## src/rtl/fifo_wr_arbiter.sv

```systemverilog
// Round-robin arbiter sharing the single write port of fifo_dut among NUM_REQ producers.
// A grant lasts up to MAX_BURST accepted words; every grant is followed by one IDLE cycle.
module fifo_wr_arbiter #(
    parameter int unsigned NUM_REQ   = 4,
    parameter int unsigned DW        = 8,
    parameter int unsigned MAX_BURST = 4
) (
    input  logic                       clk,
    input  logic                       rst_n,
    input  logic [NUM_REQ-1:0]         req,
    input  logic [NUM_REQ*DW-1:0]      req_data,
    output logic [NUM_REQ-1:0]         ack,
    output logic                       fifo_wr_n,
    output logic [DW-1:0]              fifo_din,
    input  logic                       fifo_full,
    output logic                       grant_valid,
    output logic [$clog2(NUM_REQ)-1:0] grant_id
);

    localparam int unsigned IW = $clog2(NUM_REQ);
    localparam int unsigned CW = $clog2(MAX_BURST + 1);

    typedef enum logic {
        IDLE  = 1'b0,
        GRANT = 1'b1
    } state_t;

    state_t        state;
    state_t        state_nxt;
    logic [IW-1:0] owner;
    logic [IW-1:0] owner_nxt;
    logic [IW-1:0] rr_ptr;
    logic [IW-1:0] rr_ptr_nxt;
    logic [CW-1:0] burst_cnt;
    logic [CW-1:0] burst_cnt_nxt;

    logic [IW-1:0] pick;
    logic          pick_found;
    logic          owner_req;
    logic [DW-1:0] owner_data;
    logic          write;

    function automatic logic [IW-1:0] wrap_add(input logic [IW-1:0] base, input int unsigned off);
        int unsigned s;
        s = 32'(base) + off;
        if (s >= NUM_REQ) begin
            s = s - NUM_REQ;
        end
        return IW'(s);
    endfunction

    // First asserted request at or above rr_ptr, wrapping around.
    always_comb begin
        pick       = '0;
        pick_found = 1'b0;
        for (int unsigned i = 0; i < NUM_REQ; i++) begin
            if (!pick_found && req[wrap_add(rr_ptr, i)]) begin
                pick       = wrap_add(rr_ptr, i);
                pick_found = 1'b1;
            end
        end
    end

    always_comb begin
        owner_req  = 1'b0;
        owner_data = '0;
        for (int unsigned i = 0; i < NUM_REQ; i++) begin
            if (owner == IW'(i)) begin
                owner_req  = req[i];
                owner_data = req_data[i*DW +: DW];
            end
        end
    end

    // Reset is gated in so that no write can slip out while rst_n is low.
    assign write = rst_n && (state == GRANT) && owner_req && !fifo_full;

    always_comb begin
        ack         = '0;
        fifo_wr_n   = 1'b1;
        fifo_din    = '0;
        grant_valid = 1'b0;
        grant_id    = '0;
        if (rst_n && (state == GRANT)) begin
            grant_valid = 1'b1;
            grant_id    = owner;
            fifo_din    = owner_data;
            fifo_wr_n   = ~write;
            for (int unsigned i = 0; i < NUM_REQ; i++) begin
                ack[i] = write && (owner == IW'(i));
            end
        end
    end

    always_comb begin
        state_nxt     = state;
        owner_nxt     = owner;
        rr_ptr_nxt    = rr_ptr;
        burst_cnt_nxt = burst_cnt;
        case (state)
            IDLE: begin
                if (pick_found) begin
                    owner_nxt     = pick;
                    burst_cnt_nxt = '0;
                    state_nxt     = GRANT;
                end
            end
            GRANT: begin
                if (!owner_req) begin
                    state_nxt     = IDLE;
                    rr_ptr_nxt    = wrap_add(owner, 1);
                    burst_cnt_nxt = '0;
                end else if (write) begin
                    burst_cnt_nxt = burst_cnt + CW'(1);
                    if (burst_cnt == CW'(MAX_BURST - 1)) begin
                        state_nxt     = IDLE;
                        rr_ptr_nxt    = wrap_add(owner, 1);
                        burst_cnt_nxt = '0;
                    end
                end
            end
            default: begin
                state_nxt = IDLE;
            end
        endcase
    end

    always_ff @(posedge clk) begin
        if (!rst_n) begin
            state     <= IDLE;
            owner     <= '0;
            rr_ptr    <= '0;
            burst_cnt <= '0;
        end else begin
            state     <= state_nxt;
            owner     <= owner_nxt;
            rr_ptr    <= rr_ptr_nxt;
            burst_cnt <= burst_cnt_nxt;
        end
    end

endmodule

```

## config.mk

```make
export PLATFORM = sky130hd
export DESIGN_NAME = fifo_wr_arbiter
export DESIGN_NICKNAME = d
export VERILOG_FILES = /design/src/rtl/fifo_wr_arbiter.sv
export SDC_FILE = /design/constraint.sdc
export NUM_CORES = 1
export LEC_CHECK = 0
export CORE_ASPECT_RATIO = 1.75
export CORE_MARGIN = 4
export CORE_UTILIZATION = 25
export CTS_CLUSTER_SIZE = 12
export DETAILED_ROUTE_END_ITERATION = 16
export DONT_BUFFER_PORTS = 1
export GPL_TIMING_DRIVEN = 0
export PLACE_DENSITY = 0.45
export SLEW_MARGIN = 30
export SYNTH_ARGS = -nofsm -noshare
export SYNTH_HDL_FRONTEND = slang
export SYNTH_SLANG_ARGS = --single-unit
```

## constraint.sdc

```tcl
create_clock -name clk -period 1.7 [get_ports clk]
set_input_delay 0.34 -clock clk [delete_from_list [all_inputs] [get_ports clk]]
set_output_delay 0.34 -clock clk [all_outputs]
set_load 0.005 [all_outputs]
```

[After elaboration in Yosys (flattened, before gate mapping)]
Cells that the tools add are included.
Word-level totals
  bits in registers: 8
  memories kept: 0
  bits in writable memories: 0
  bits of input ports: 39
  bits in latches: 0
  ROM bits: 0
  output and inout port bits: 16
  logic and storage cells: 98
Cells by class
  divide/modulo/power cells: 0
  muxes and demuxes: 47
  $add $sub $neg: 10
  order comparisons: 9
  shift operators: 0
  bitwise operators: 2
  multipliers: 0
  equality and inequality tests: 8
  reduce and logical (&&, ||, !) cells: 18
Operator list (number)
  8-bit 2-to-1 mux: 5
  2-bit 2-to-1 mux: 13
  1-bit 2-to-1 mux: 18
  3-bit greater-or-equal comparator, second input constant: 4
  2-bit by 3-bit < comparator with 1-bit output, second input constant: 4
  3-bit 2-to-1 mux: 4
  1-bit logical AND: 10
  2-bit by 1-bit subtractor with 2-bit output, second input constant: 5
  1-bit binary-select mux with 2-bit select: 4
  2-bit by 1-bit adder with 3-bit output, second input constant: 2
  2-bit by 2-bit adder with 3-bit output, second input constant: 2
  3-bit case mux with 2 select lines: 1
  2-bit equality test, second input constant: 2
  1-bit logical NOT: 4
  4-bit 2-to-1 mux: 1
  2-bit by 1-bit inequality test with 1-bit output, second input constant: 2
  2-bit AND reduction: 2
  3-bit by 1-bit adder with 3-bit output, second input constant: 1
  3-bit by 2-bit equality test with 1-bit output, second input constant: 1
  2-bit by 3-bit greater-or-equal comparator with 1-bit output, second input constant: 1
  3-bit by 2-bit inequality test with 1-bit output, second input constant: 1
  3-bit AND reduction: 1
  2-bit by 1-bit equality test with 1-bit output, second input constant: 1
  2-bit logical NOT: 1
  3 further kinds: 4

[Depth between registers and ports, before layout]
Gate-level depths: netlist (run 1).
  word-level depth: 16
  depth in mapped cells: 8
  mapped depth without buffers: 7

[Least setup slack after synthesis (run 1)]
OpenSTA, ideal clock, no wires.
  kind: reg2out
  from: reg owner[0]
  to: out fifo_din[0]
  cell stages (with the launch flop): 8
  arrival: 1.473 ns
  slack: -0.113 ns
  path buffers: 1
  required time: 1.360 ns
  cell sequence: dfxtp_1 inv_1 ha_1 nor2b_1 clkbuf_1 a221oi_1 nor3_1 a31o_2
Between the ends
  cells in the longest elaborated chain, start to end: 6
  elaborated cells on any way between the ends: 9
  those cells by class: eq/ne: 3; mux: 5; reduce/logical: 1
RTL lines
  start: declaration: RTL line 30  | logic [IW-1:0] owner;
  start signal: assignment: RTL line 136  | owner <= owner_nxt;
  2-bit logical NOT: RTL line 68  | if (owner == IW'(i)) begin
  8-bit 2-to-1 mux (3 in series): RTL line 68
  8-bit 2-to-1 mux *: RTL line 68
  8-bit 2-to-1 mux *: RTL line 84  | if (rst_n && (state == GRANT)) begin
  end: declaration: RTL line 14  | output logic [DW-1:0] fifo_din,
Mark *: on every way between the ends. The rest lies on a longest branch, timed or not.

[Worst setup path in the final report (run 1)]
  from: reg owner[0]
  to: out ack[1]
Between the ends
  cells in the longest elaborated chain, start to end: 9
  elaborated cells on any way between the ends: 12
  those cells by class: eq/ne: 3; mux: 5; reduce/logical: 4
RTL lines
  2-bit logical NOT: RTL line 68
  1-bit 2-to-1 mux (4 in series): RTL line 68
  1-bit logical AND (2 in series): RTL line 76  | assign write = rst_n && (state == GRANT) && owner_req && !fifo_full;
  1-bit logical AND *: RTL line 90  | ack[i] = write && (owner == IW'(i));
  4-bit 2-to-1 mux *: RTL line 84
  end: declaration: RTL line 12  | output logic [NUM_REQ-1:0] ack,
Marked as above.

==> reports/results.env, run 1 <==
WIRELENGTH_MM=2.95
DETAILEDPLACEMENTHPWL_MM=2.41
SYN_NETS=167
MAXSLEWHEADROOM_PCT=78.0
YS.WARNINGS.COUNT=0
TIMING.CLOCK.SKEW_NS=0.00557
WORST_EP_ARRIVAL_TIME_NS=1.65
FRACTION_OF_REGISTERS_WITH_ASYNC_SET_RESET_PCT=0
DETAIL_ROUTE.WL_PER_CELL_UM=16.1
FINAL_CELL_MIX='13 x sky130_fd_sc_hd__nor2b_1, 12 x sky130_fd_sc_hd__nand2_1, 8 x sky130_fd_sc_hd__a31o_2, 8 x sky130_fd_sc_hd__buf_4'
POWER_SWITCHING_SHARE_PCT=32.4
SYNTH_AREA_PER_CELL_UM2=7.71
WORST_SETUP_PATH_STARTPOINT='owner[0]$_SDFFE_PN0P_'
FINAL.FILL_COUNT=389
CTS_MADE_BUFFERS=3
DRT-INITIAL-DRC-COUNT=33
SYNTHFLOPTYPE='sky130_fd_sc_hd__dfxtp_1'
YS_SEQ_ELEMENTS=8
LAYOUT.NETS=183
DIE_HEIGHT_UM=89.5
TIMING.FMAX_GHz=0.503
NUM_VIAS=969
MAX-VDD-IR-DROP_V=0.000367
LAYOUT_MIN_CYCLE_TIME_NS=1.99
TRITONCTS='done'
INTERNAL-POWER_uW=577
WORST_HOLD_SLACK_NS=0.389
GRT_ANTENNA_BEFORE_REPAIR=0
WORSTPATHMAXFANOUT=5
GRT_USAGE_PCT=12.6
FLOORPLAN.INITIALDENSITY_PCT=26.1
DRT_FIRST_PASS_ITERS=4
CRIT_PATH_END_KIND='output port'
WORSTSKEWPAIRLATENCY_NS=0.23
CP-START-KIND='flip-flop'
POST-ROUTE-WORST-SETUP-SLACK_NS=-0.286
SEQ_POWER_SHARE_PCT=26.6
GLOBALROUTEOVERFLOWTOTAL=0
FINAL.SETUP.TNS_NS=-3.37
DIE_AREA_MM2=0.00488
HOLD_VIOL_FINAL=0
END_POINT_OF_THE_CRITICAL_PATH='ack[1]'
CLOCK_POWER_SHARE_PCT=26.3
GRT_START_MAX_NET_PINS=11
BOUNDARYPINS=55
MAXSLEWVIOLCOUNT=0
AVGVIACOUNTPERCELL=5.30
DIEWIDTH_UM=54.6
SYNTHTOLAYOUTAREAGROWTH_PCT=41.4
STATUS='finished, violations left'
HTREE_LEVELS=1
WORST-R2R-CELL-COUNT=8
ANTENNA_VIOLATING_NETS_POST_ROUTE=0
SYNTHESIS.INSTANCES=123
ROW_COUNT=29
DRT_DRC_VIOLATIONS_LEFT=0
FIRST_GLOBAL_VIAS=999
CTSLONGESTPATHBUFFERS=2
DPL-INSTANCE-AREA_MM2=0.00107
ANTENNA_CELLS=0
FIN_CRIT_SH_PCT=117
LEAKAGE_nW=0.492
WORST_PIN_SLEW_NS=0.327
PATH_TYPE_OF_THE_WORST_SETUP_PATH='flip-flop to output port'
MOST_FREQUENT_STANDARD_CELL_IN_THE_LAYOUT_EXCLUDING_FILL_AND_TAP_CELLS='sky130_fd_sc_hd__nor2b_1'
PWR_DENSITY_CELL_mW_PER_MM2=636
SETUP_REPAIR_AFTER_GLOBAL_ROUTING_MISSED_ITS_MARGIN='true'
VIOLATIONS='negative setup slack'
CP_DATA_REQUIRED_TIME_NS=1.36
MAXCAPVIOLCOUNT=0
POST-ROUTE-CELL-AREA_MM2=0.00134
COMBINATIONALPOWERSHARE_PCT=47.1
CTS-HOLD-FIX-BUFFERS=0
SWITCHINGPOWER_uW=277
MIN-DELAY-PATH-CLASS='primary input to flip-flop'
BUFFER_PORTS.INSERTED=0
REG2REG_SETUP_SLACK_NS=0.08
GP_CONGESTION=0.718
YOSYSUNIQUECELLTYPES=36
WORST_SETUP_HOLD_PATH_CLK_SLEW_NS=0.04
TRITONCTS_SINKS=8
GRT_FIRST_PASS_WIRELENGTH_MM=4.44
CLOCK_TREE.ROOT_CELL='sky130_fd_sc_hd__clkbuf_8'
SETUP_VIOL=13
SYNTH.CELL_AREA_UM2=948
TIMING.RR.START='owner[0]$_SDFFE_PN0P_'
SYNTH_SEQUENTIAL_AREA_RATIO_PCT=16.9
SYNTH_ENABLE_FLOP_CELLS=0
FINAL_LAYOUT_SIZE_SUFFIX_GT1_SHARE_PCT=46.0
TIMING.RR.END='burst_cnt[0]$_SDFFE_PN0P_'
CORE_MM2=0.00363
critical path, stage by stage (launching register included):
cell	delay, ns
sky130_fd_sc_hd__dfxtp_4	0.39
sky130_fd_sc_hd__inv_6	0.05
sky130_fd_sc_hd__ha_4	0.15
sky130_fd_sc_hd__buf_6	0.13
sky130_fd_sc_hd__and2b_4	0.18
sky130_fd_sc_hd__a211oi_4	0.19
sky130_fd_sc_hd__o21a_4	0.19
sky130_fd_sc_hd__and2_4	0.15
worst min-delay path by stage:
stage | cells after the start | start | slack [ns] | end
3_3_place_gp | 2 | burst_cnt[1]$_SDFFE_PN0P_ | 0.46 | burst_cnt[1]$_SDFFE_PN0P_
5_1_grt | 3 | req[1] | 0.44 | owner[1]$_SDFFE_PN0P_
3_5_place_dp | 2 | burst_cnt[1]$_SDFFE_PN0P_ | 0.48 | burst_cnt[1]$_SDFFE_PN0P_
4_1_cts | 3 | req[1] | 0.40 | owner[1]$_SDFFE_PN0P_
2_1_floorplan | 2 | burst_cnt[1]$_SDFFE_PN0P_ | 0.45 | burst_cnt[1]$_SDFFE_PN0P_
6_report | 3 | req[1] | 0.39 | owner[1]$_SDFFE_PN0P_
synthesized netlist by cell type (3+ instances only):
library cell                n  area share [%]
sky130_fd_sc_hd__o21ai_0    4             2.1
sky130_fd_sc_hd__a21oi_1    3             1.6
sky130_fd_sc_hd__nor2_1     6             2.4
sky130_fd_sc_hd__inv_1      4             1.6
sky130_fd_sc_hd__clkbuf_1   3             1.2
sky130_fd_sc_hd__a21boi_0   5             4.0
sky130_fd_sc_hd__a31o_2     8             7.4
sky130_fd_sc_hd__dfxtp_1    8              17
sky130_fd_sc_hd__nand2_1   13             5.1
sky130_fd_sc_hd__a221oi_1   8             7.4
sky130_fd_sc_hd__ha_1       5             6.6
sky130_fd_sc_hd__nor2b_1   14             9.2
sky130_fd_sc_hd__nor3_1     9             4.7
sky130_fd_sc_hd__and2_1     5             3.3
state kept, by name, indices dropped and copies added (netlist names):
signal	flops
burst_cnt	3
owner	2
rr_ptr	2
state	1
timing repair:
action	4_1_cts	5_1_grt
resized for setup	21	10
setup buffers	9	2
cloned	1	0
endpoints found under the setup margin	16	16
pin swaps	11	6
metrics by stage:
| step | util (%) | std cells | setup WS, ns | total power [mW] |
|---|---|---|---|---|
| 2_1_floorplan | - | 123 | 0.00317 | 0.471 |
| 5_1_grt | 37.0 | 183 | -0.348 | 0.910 |
| 4_1_cts | 35.1 | 181 | -0.325 | 0.831 |
| 6_report | 37.0 | 183 | -0.286 | 0.854 |
| 3_3_place_gp | 29.6 | 169 | -0.159 | 0.515 |
| 3_5_place_dp | 29.6 | 169 | -0.162 | 0.524 |
area by class of cell:
class	instances	area (um^2)	share of cell area (%)
Sequential cell	8	169	12.6
Clock buffer	3	41.3	3.08
Timing Repair Buffer	12	111	8.30
Inverter	6	30.0	2.24
Multi-Input combinational cell	102	870	64.8
Buffer	6	62.6	4.66
Tap cell	46	57.6	4.29
logic make-up after synthesis:
| logic type | Yosys count | share of synthesized area [%] |
|---|---|---|
| AOI/OAI and AO/OA | 41 | 36.5 |
| adders and majority gates | 5 | 6.60 |
| and+or+nand+nor | 54 | 30.9 |
| DFF | 8 | 16.9 |
| buffers and inverters | 13 | 6.99 |
| muxes | 2 | 2.11 |
routing by layer:
| metal | part of all wire (%) | wire length (um) | GRT usage, % |
|---|---|---|---|
| met1 | 35 | 1020 | 11.0 |
| met2 | 53 | 1570 | 25.3 |
| met3 | 10 | 298 | 2.17 |
| met4 | 2.1 | 61 | 6.12 |
| met5 | 0 | 0 | 0 |
power groups by stage:
stage	combinational [mW]	clock, mW	sequential [mW]
2_1_floorplan	0.252	0	0.219
6_report	0.402	0.225	0.227
4_1_cts	0.376	0.229	0.226
5_1_grt	0.441	0.239	0.230
3_3_place_gp	0.292	0	0.223
3_5_place_dp	0.299	0	0.225
(Power assumes the default switching activity.)
==> inputs of run 2 (changes only) <==
==> constraint.sdc (replaced) <==
create_clock -name clk -period 1.7 [get_ports clk]
set_input_delay 0.34 -clock clk [delete_from_list [all_inputs] [get_ports clk]]
set_output_delay 0.34 -clock clk [all_outputs]
set_load 0.05 [all_outputs]
==> run 2 against run 1 <==
The flow still finishes with violations (negative setup slack). Routed wire length is 9.0% higher. Non-clock buffer count decreased by 8. Hold slack better by 0.018 ns. Global-route usage rose by 0.89 points. Combinational power up 14%. Register-to-register slack worse by 0.25 ns. Core utilization grew 0.76 points. Critical endpoint is now ack[0].
==> reports/results.env, run 2 (same netlist as run 1, synthesis figures left out) <==
UTILIZATION_PCT=37.7
FIRST_GLOBAL_VIAS=1003
GR_LAYER_USAGE_MET3_PCT=1.67
MAX_FLOP_REGISTER='burst_cnt'
ANTENNA_VIOLATING_NETS_POST_ROUTE=0
CTS_MADE_BUFFERS=3
DETAIL_ROUTE.WL_PER_CELL_UM=18.2
BOUNDARYPINS=55
HOLD_VIOL_FINAL=0
SETUP_REPAIR_AFTER_GLOBAL_ROUTING_MISSED_ITS_MARGIN='true'
POST-ROUTE-CELL-AREA_MM2=0.00137
REG2REG_SETUP_SLACK_NS=-0.17
GRT.MET2_USAGE_PCT=27.8
WIRELENGTH_MM=3.21
TIMING.RR.END='burst_cnt[0]$_SDFFE_PN0P_'
WORST_PIN_SLEW_NS=0.574
STATUS='finished, violations left'
DRT-INITIAL-DRC-COUNT=18
MAXSLEWHEADROOM_PCT=61.7
TIMING.FMAX_GHz=0.466
PATH_TYPE_OF_THE_WORST_SETUP_PATH='flip-flop to output port'
ANTENNA_CELLS=0
FLOORPLAN.INITIALDENSITY_PCT=26.1
FIN_CRIT_SH_PCT=126
WORSTPATHMAXFANOUT=10
GRT_FIRST_PASS_WIRELENGTH_MM=4.69
WORSTSKEWPAIRLATENCY_NS=0.23
ROW_COUNT=29
CRIT_PATH_END_KIND='output port'
VIOLATIONS='negative setup slack'
BUFFER_PORTS.INSERTED=0
CLOCK_TREE.ROOT_CELL='sky130_fd_sc_hd__clkbuf_8'
LAYOUT_MIN_CYCLE_TIME_NS=2.15
CP-START-KIND='flip-flop'
HTREE_LEVELS=1
MAX-VDD-IR-DROP_V=0.000538
MET1_TRACK_DEMAND_OVER_RESOURCE_IN_GLOBAL_ROUTING_PCT=11.7
END_POINT_OF_THE_CRITICAL_PATH='ack[0]'
GLOBALROUTEOVERFLOWTOTAL=0
MAXCAPVIOLCOUNT=0
PWR_DENSITY_CELL_mW_PER_MM2=673
CTSLONGESTPATHBUFFERS=2
DIE_HEIGHT_UM=89.5
CORE_MM2=0.00363
TIMING.CLOCK.SKEW_NS=0.00507
POST-ROUTE-WORST-SETUP-SLACK_NS=-0.448
WORST_SETUP_PATH_STARTPOINT='owner[0]$_SDFFE_PN0P_'
WORST_SETUP_HOLD_PATH_CLK_SLEW_NS=0.04
DRT_FIRST_PASS_ITERS=4
SYNTHTOLAYOUTAREAGROWTH_PCT=44.3
TRITONCTS_SINKS=8
DPL-INSTANCE-AREA_MM2=0.00114
DRT_DRC_VIOLATIONS_LEFT=0
GRT_MOST_USED_LAYER='met2'
TIMING.RR.START='owner[0]$_SDFFE_PN0P_'
NUM_VIAS=951
GP_CONGESTION=0.690
WORST_HOLD_SLACK_NS=0.407
MOST_FREQUENT_STANDARD_CELL_IN_THE_LAYOUT_EXCLUDING_FILL_AND_TAP_CELLS='sky130_fd_sc_hd__nor2b_1'
DIEWIDTH_UM=54.6
GRT_USAGE_PCT=13.5
TRITONCTS='done'
MIN-DELAY-PATH-CLASS='primary input to flip-flop'
SETUP_VIOL=15
CP_DATA_REQUIRED_TIME_NS=1.36
NUMBER_OF_FLIP_FLOPS_IN_THE_LARGEST_REGISTER=3
FINAL.FILL_COUNT=376
SETUP_SLACK_AFTER_PLACEMENT_NS=-0.237
DIE_AREA_MM2=0.00488
GRT_START_MAX_NET_PINS=11
CTS-HOLD-FIX-BUFFERS=0
LAYOUT.NETS=175
FINAL_LAYOUT_SIZE_SUFFIX_GT1_SHARE_PCT=47.7
LEAKAGE_nW=0.468
MAXSLEWVIOLCOUNT=0
DETAILEDPLACEMENTHPWL_MM=2.43
GRT_ANTENNA_BEFORE_REPAIR=0
FINAL_CELL_MIX='14 x sky130_fd_sc_hd__nor2b_1, 12 x sky130_fd_sc_hd__nand2_1, 6 x sky130_fd_sc_hd__nor3_2, 6 x sky130_fd_sc_hd__a31o_4'
WORST-R2R-CELL-COUNT=9
TOTAL_POWER_uW=922
BIGGESTREGSBYFLOPS='burst_cnt x3, owner x2, rr_ptr x2'
WORST_EP_ARRIVAL_TIME_NS=1.81
AVGVIACOUNTPERCELL=5.40
[run 2: cell count changes in the layout (fill, tap and decap cells not counted), moves of 2 or more]
cell and change:
sky130_fd_sc_hd__nor2_1 -2, sky130_fd_sc_hd__nor3_2 +3, sky130_fd_sc_hd__buf_2 -2, sky130_fd_sc_hd__nor3_1 -3, sky130_fd_sc_hd__nor2_2 +2, sky130_fd_sc_hd__buf_4 -4
sky130_fd_sc_hd__a31o_4 +6, sky130_fd_sc_hd__clkbuf_8 +2, sky130_fd_sc_hd__buf_6 -3, sky130_fd_sc_hd__a21oi_1 -2, sky130_fd_sc_hd__a21oi_2 +2, sky130_fd_sc_hd__a31o_2 -6
[run 2: worst min path at each step]
stage	from	end	slack, ns	cells past startpoint
finish	req[1]	owner[1]$_SDFFE_PN0P_	0.41	3
global route	req[1]	owner[1]$_SDFFE_PN0P_	0.44	3
detailed placement	burst_cnt[1]$_SDFFE_PN0P_	burst_cnt[1]$_SDFFE_PN0P_	0.48	2
global placement	burst_cnt[1]$_SDFFE_PN0P_	burst_cnt[1]$_SDFFE_PN0P_	0.47	2
floorplan	burst_cnt[1]$_SDFFE_PN0P_	burst_cnt[1]$_SDFFE_PN0P_	0.45	2
CTS	req[1]	owner[1]$_SDFFE_PN0P_	0.42	3
[run 2: what timing repair did]
action / CTS / global route
pin swaps: 4 / 1
endpoints found under the setup margin: 18 / 18
endpoints found under the hold margin: 0 / 0
gates resized for setup: 18 / 9
buffers inserted: 4 / 0
[run 2: critical path, cell delays in order, from the launching register on]
cell and delay [ns]:
sky130_fd_sc_hd__dfxtp_4 0.37, sky130_fd_sc_hd__buf_12 0.10, sky130_fd_sc_hd__ha_4 0.13, sky130_fd_sc_hd__buf_8 0.16
sky130_fd_sc_hd__a21oi_4 0.08, sky130_fd_sc_hd__a211oi_4 0.27, sky130_fd_sc_hd__o21a_4 0.20, sky130_fd_sc_hd__and2_4 0.24
[run 2: power breakdown]
part	total (mW)	switching [mW]	internal, mW
Sequential	0.225	0.0218	0.203
Clock	0.238	0.0757	0.163
Combinational	0.458	0.257	0.201
[run 2: layout make-up]
type / count / area (um^2) / share of cell area [%]
inverter: 6 / 35.0 / 2.56
timing repair buffer: 4 / 42.5 / 3.11
sequential: 8 / 169 / 12.3
tap: 46 / 57.6 / 4.20
multi-input combinational: 102 / 960 / 70.1
clock buffer: 4 / 45.0 / 3.29
buffer: 6 / 60.1 / 4.39
[run 2: per-layer routing]
metal	routed length (um)	share of wire (%)
met5	0	0
met4	44	1.4
met3	217	6.8
met2	1810	56
met1	1140	35
[run 2: through the flow]
step	setup TNS, ns	std cells
after floorplan	-0.808	123
after global placement	-2.80	169
after detailed placement	-2.88	169
after CTS	-5.57	176
after global routing	-6.38	176
final	-5.37	176
==> inputs of run 3 (changes only) <==
--- a/config.mk
+++ b/config.mk
@@ -12,7 +12,9 @@
 export DETAILED_ROUTE_END_ITERATION = 16
 export DONT_BUFFER_PORTS = 1
 export GPL_TIMING_DRIVEN = 0
-export PLACE_DENSITY = 0.45
+export PLACE_DENSITY = 0.43
+export REMOVE_ABC_BUFFERS = 1
+export SKIP_CTS_REPAIR_TIMING = 1
 export SLEW_MARGIN = 30
 export SYNTH_ARGS = -nofsm -noshare
 export SYNTH_HDL_FRONTEND = slang
==> constraint.sdc (replaced) <==
create_clock -name clk -period 2.19 [get_ports clk]
set_input_delay 0.438 -clock clk [delete_from_list [all_inputs] [get_ports clk]]
set_output_delay 0.438 -clock clk [all_outputs]
set_load 0.05 [all_outputs]
==> run 3 against run 2 <==
The run still ends with negative setup slack left. Via count down 1.6%. Total power is 30% lower. Global-route usage decreased by 3.2 points. Critical path depth down 1. Register-to-register slack improved by 0.54 ns. Critical endpoint is now ack[3]. Largest power group unchanged.
==> reports/results.env, run 3 (same netlist as run 1, synthesis figures left out) <==
WORST_HOLD_SLACK_NS=0.353
BUFFER_PORTS.INSERTED=0
NUM_VIAS=936
FINAL_LAYOUT_SIZE_SUFFIX_GT1_SHARE_PCT=37.9
GRT_USAGE_PCT=10.3
SYNTHTOLAYOUTAREAGROWTH_PCT=26.5
MAX_FLOP_REGISTER='burst_cnt'
LAYOUT.NETS=170
LAYOUT_MIN_CYCLE_TIME_NS=2.24
DIEWIDTH_UM=54.6
WORST_PIN_SLEW_NS=0.914
CRIT_PATH_END_KIND='output port'
MULTI_INPUT_COMB_AREA_UM2=865
WORST-R2R-CELL-COUNT=7
UTILIZATION_PCT=33.1
CP-START-KIND='flip-flop'
AVGVIACOUNTPERCELL=5.51
NUMBER_OF_FLIP_FLOPS_IN_THE_LARGEST_REGISTER=3
CRIT_CELLS=6
FF_LATCH_AREA_UM2=169
MAXCAPVIOLCOUNT=0
TIMING.FMAX_GHz=0.446
FLOORPLAN.INITIALDENSITY_PCT=26.1
MAXSLEWHEADROOM_PCT=38.8
BIGGESTREGSBYFLOPS='burst_cnt x3, owner x2, rr_ptr x2'
TRITONCTS_SINKS=8
WORST_SETUP_HOLD_PATH_CLK_SLEW_NS=0.04
TOTAL_POWER_uW=646
CTSLONGESTPATHBUFFERS=2
ROW_COUNT=29
MAXSLEWVIOLCOUNT=0
END_POINT_OF_THE_CRITICAL_PATH='ack[3]'
FIRST_GLOBAL_VIAS=925
CP_DATA_REQUIRED_TIME_NS=1.75
DETAIL_ROUTE.WL_PER_CELL_UM=16.8
DRT-INITIAL-DRC-COUNT=13
WORST_SETUP_PATH_STARTPOINT='owner[1]$_SDFFE_PN0P_'
DELAY_OF_THE_SLOWEST_CRITICAL_PATH_STAGE_NS=0.39
TIMING.RR.START='owner[1]$_SDFFE_PN0P_'
GRT_FIRST_PASS_WIRELENGTH_MM=3.79
HTREE_LEVELS=1
DRT_FIRST_PASS_ITERS=4
CORE_MM2=0.00363
TIMING.RR.END='burst_cnt[0]$_SDFFE_PN0P_'
TIMING.CLOCK.SKEW_NS=0.00335
DRT_DRC_VIOLATIONS_LEFT=0
GP_CONGESTION=0.811
GLOBALROUTEOVERFLOWTOTAL=0
POST-ROUTE-WORST-SETUP-SLACK_NS=-0.0502
WIRELENGTH_MM=2.86
DIE_HEIGHT_UM=89.5
WORST_EP_ARRIVAL_TIME_NS=1.80
CRIT_SLOWEST_CELL='sky130_fd_sc_hd__dfxtp_4'
SETUP_VIOL=4
STATUS='finished, violations left'
WORSTPATHCELLLIST='inv_4, ha_4, nand3b_1, a211oi_4, o21a_4, and2_4'
CP.BUFFERS_INVERTERS=1
SETUP_SLACK_AFTER_PLACEMENT_NS=-0.360
GRT_START_MAX_NET_PINS=20
ANTENNA_CELLS=0
TRITONCTS='done'
CRITICAL_PATH_S_TOP_DELAY_FAMILY='compound AO/OA/AOI/OAI gates'
VIOLATIONS='negative setup slack'
SETUP_REPAIR_AFTER_GLOBAL_ROUTING_MISSED_ITS_MARGIN='true'
DETAILEDPLACEMENTHPWL_MM=2.26
MAX-VDD-IR-DROP_V=0.000345
CTS_MADE_BUFFERS=3
WORSTPATHMAXFANOUT=7
ANTENNA_VIOLATING_NETS_POST_ROUTE=0
LEAKAGE_nW=0.416
CLOCK_TREE.ROOT_CELL='sky130_fd_sc_hd__clkbuf_8'
BOUNDARYPINS=55
DIE_AREA_MM2=0.00488
GRT_ANTENNA_BEFORE_REPAIR=0
FINAL.FILL_COUNT=377
FINAL_CELL_MIX='13 x sky130_fd_sc_hd__nand2_1, 13 x sky130_fd_sc_hd__nor2b_1, 6 x sky130_fd_sc_hd__nor2_1, 6 x sky130_fd_sc_hd__nor3_1'
REG2REG_SETUP_SLACK_NS=0.37
HOLD_VIOL_FINAL=0
PATH_TYPE_OF_THE_WORST_SETUP_PATH='flip-flop to output port'
MIN-DELAY-PATH-CLASS='primary input to flip-flop'
WORSTSKEWPAIRLATENCY_NS=0.22
FIN_CRIT_SH_PCT=102
PWR_DENSITY_CELL_mW_PER_MM2=538
run 3: power breakdown:
group | internal, mW | total [mW] | switching (mW) | leakage (nW)
Sequential | 0.158 | 0.177 | 0.0194 | 0.0669
Combinational | 0.126 | 0.300 | 0.174 | 0.328
Clock | 0.118 | 0.169 | 0.0503 | 0.0216
run 3: layout make-up:
type                    instances  share of cell area (%)
repair buffers                  5                    3.13
clock buffers                   3                    3.44
flip-flops and latches          8                    14.1
inverters                       6                    2.50
well taps                      46                    4.80
multi-input cells             102                    72.1
run 3: worst min path at each step:
stage / start / end / slack, ns / cells past startpoint
floorplan: burst_cnt[1]$_SDFFE_PN0P_ / burst_cnt[1]$_SDFFE_PN0P_ / 0.45 / 2
finish: rst_n / owner[1]$_SDFFE_PN0P_ / 0.35 / 1
detailed placement: burst_cnt[1]$_SDFFE_PN0P_ / burst_cnt[1]$_SDFFE_PN0P_ / 0.48 / 2
global placement: burst_cnt[1]$_SDFFE_PN0P_ / burst_cnt[1]$_SDFFE_PN0P_ / 0.46 / 2
CTS: rst_n / owner[1]$_SDFFE_PN0P_ / 0.36 / 1
global route: rst_n / owner[1]$_SDFFE_PN0P_ / 0.36 / 1
run 3: per-layer routing:
| metal | track usage, % | share of wire [%] | vias to the layer above |
|---|---|---|---|
| met5 | 0 | 0 | - |
| met1 | 8.02 | 34 | 421 |
| met4 | 4.08 | 1.2 | 0 |
| li1 | - | - | 457 |
| met2 | 22.4 | 53 | 54 |
| met3 | 1.67 | 12 | 4 |
run 3: metrics by stage:
stage,instance area (um^2),setup TNS (ns),std cells
final,1200,-0.196,170
after global placement,962,-3.19,162
after floorplan,905,-0.417,116
after global routing,1200,-0.667,170
after detailed placement,962,-3.46,162
after CTS,1000,-6.68,165
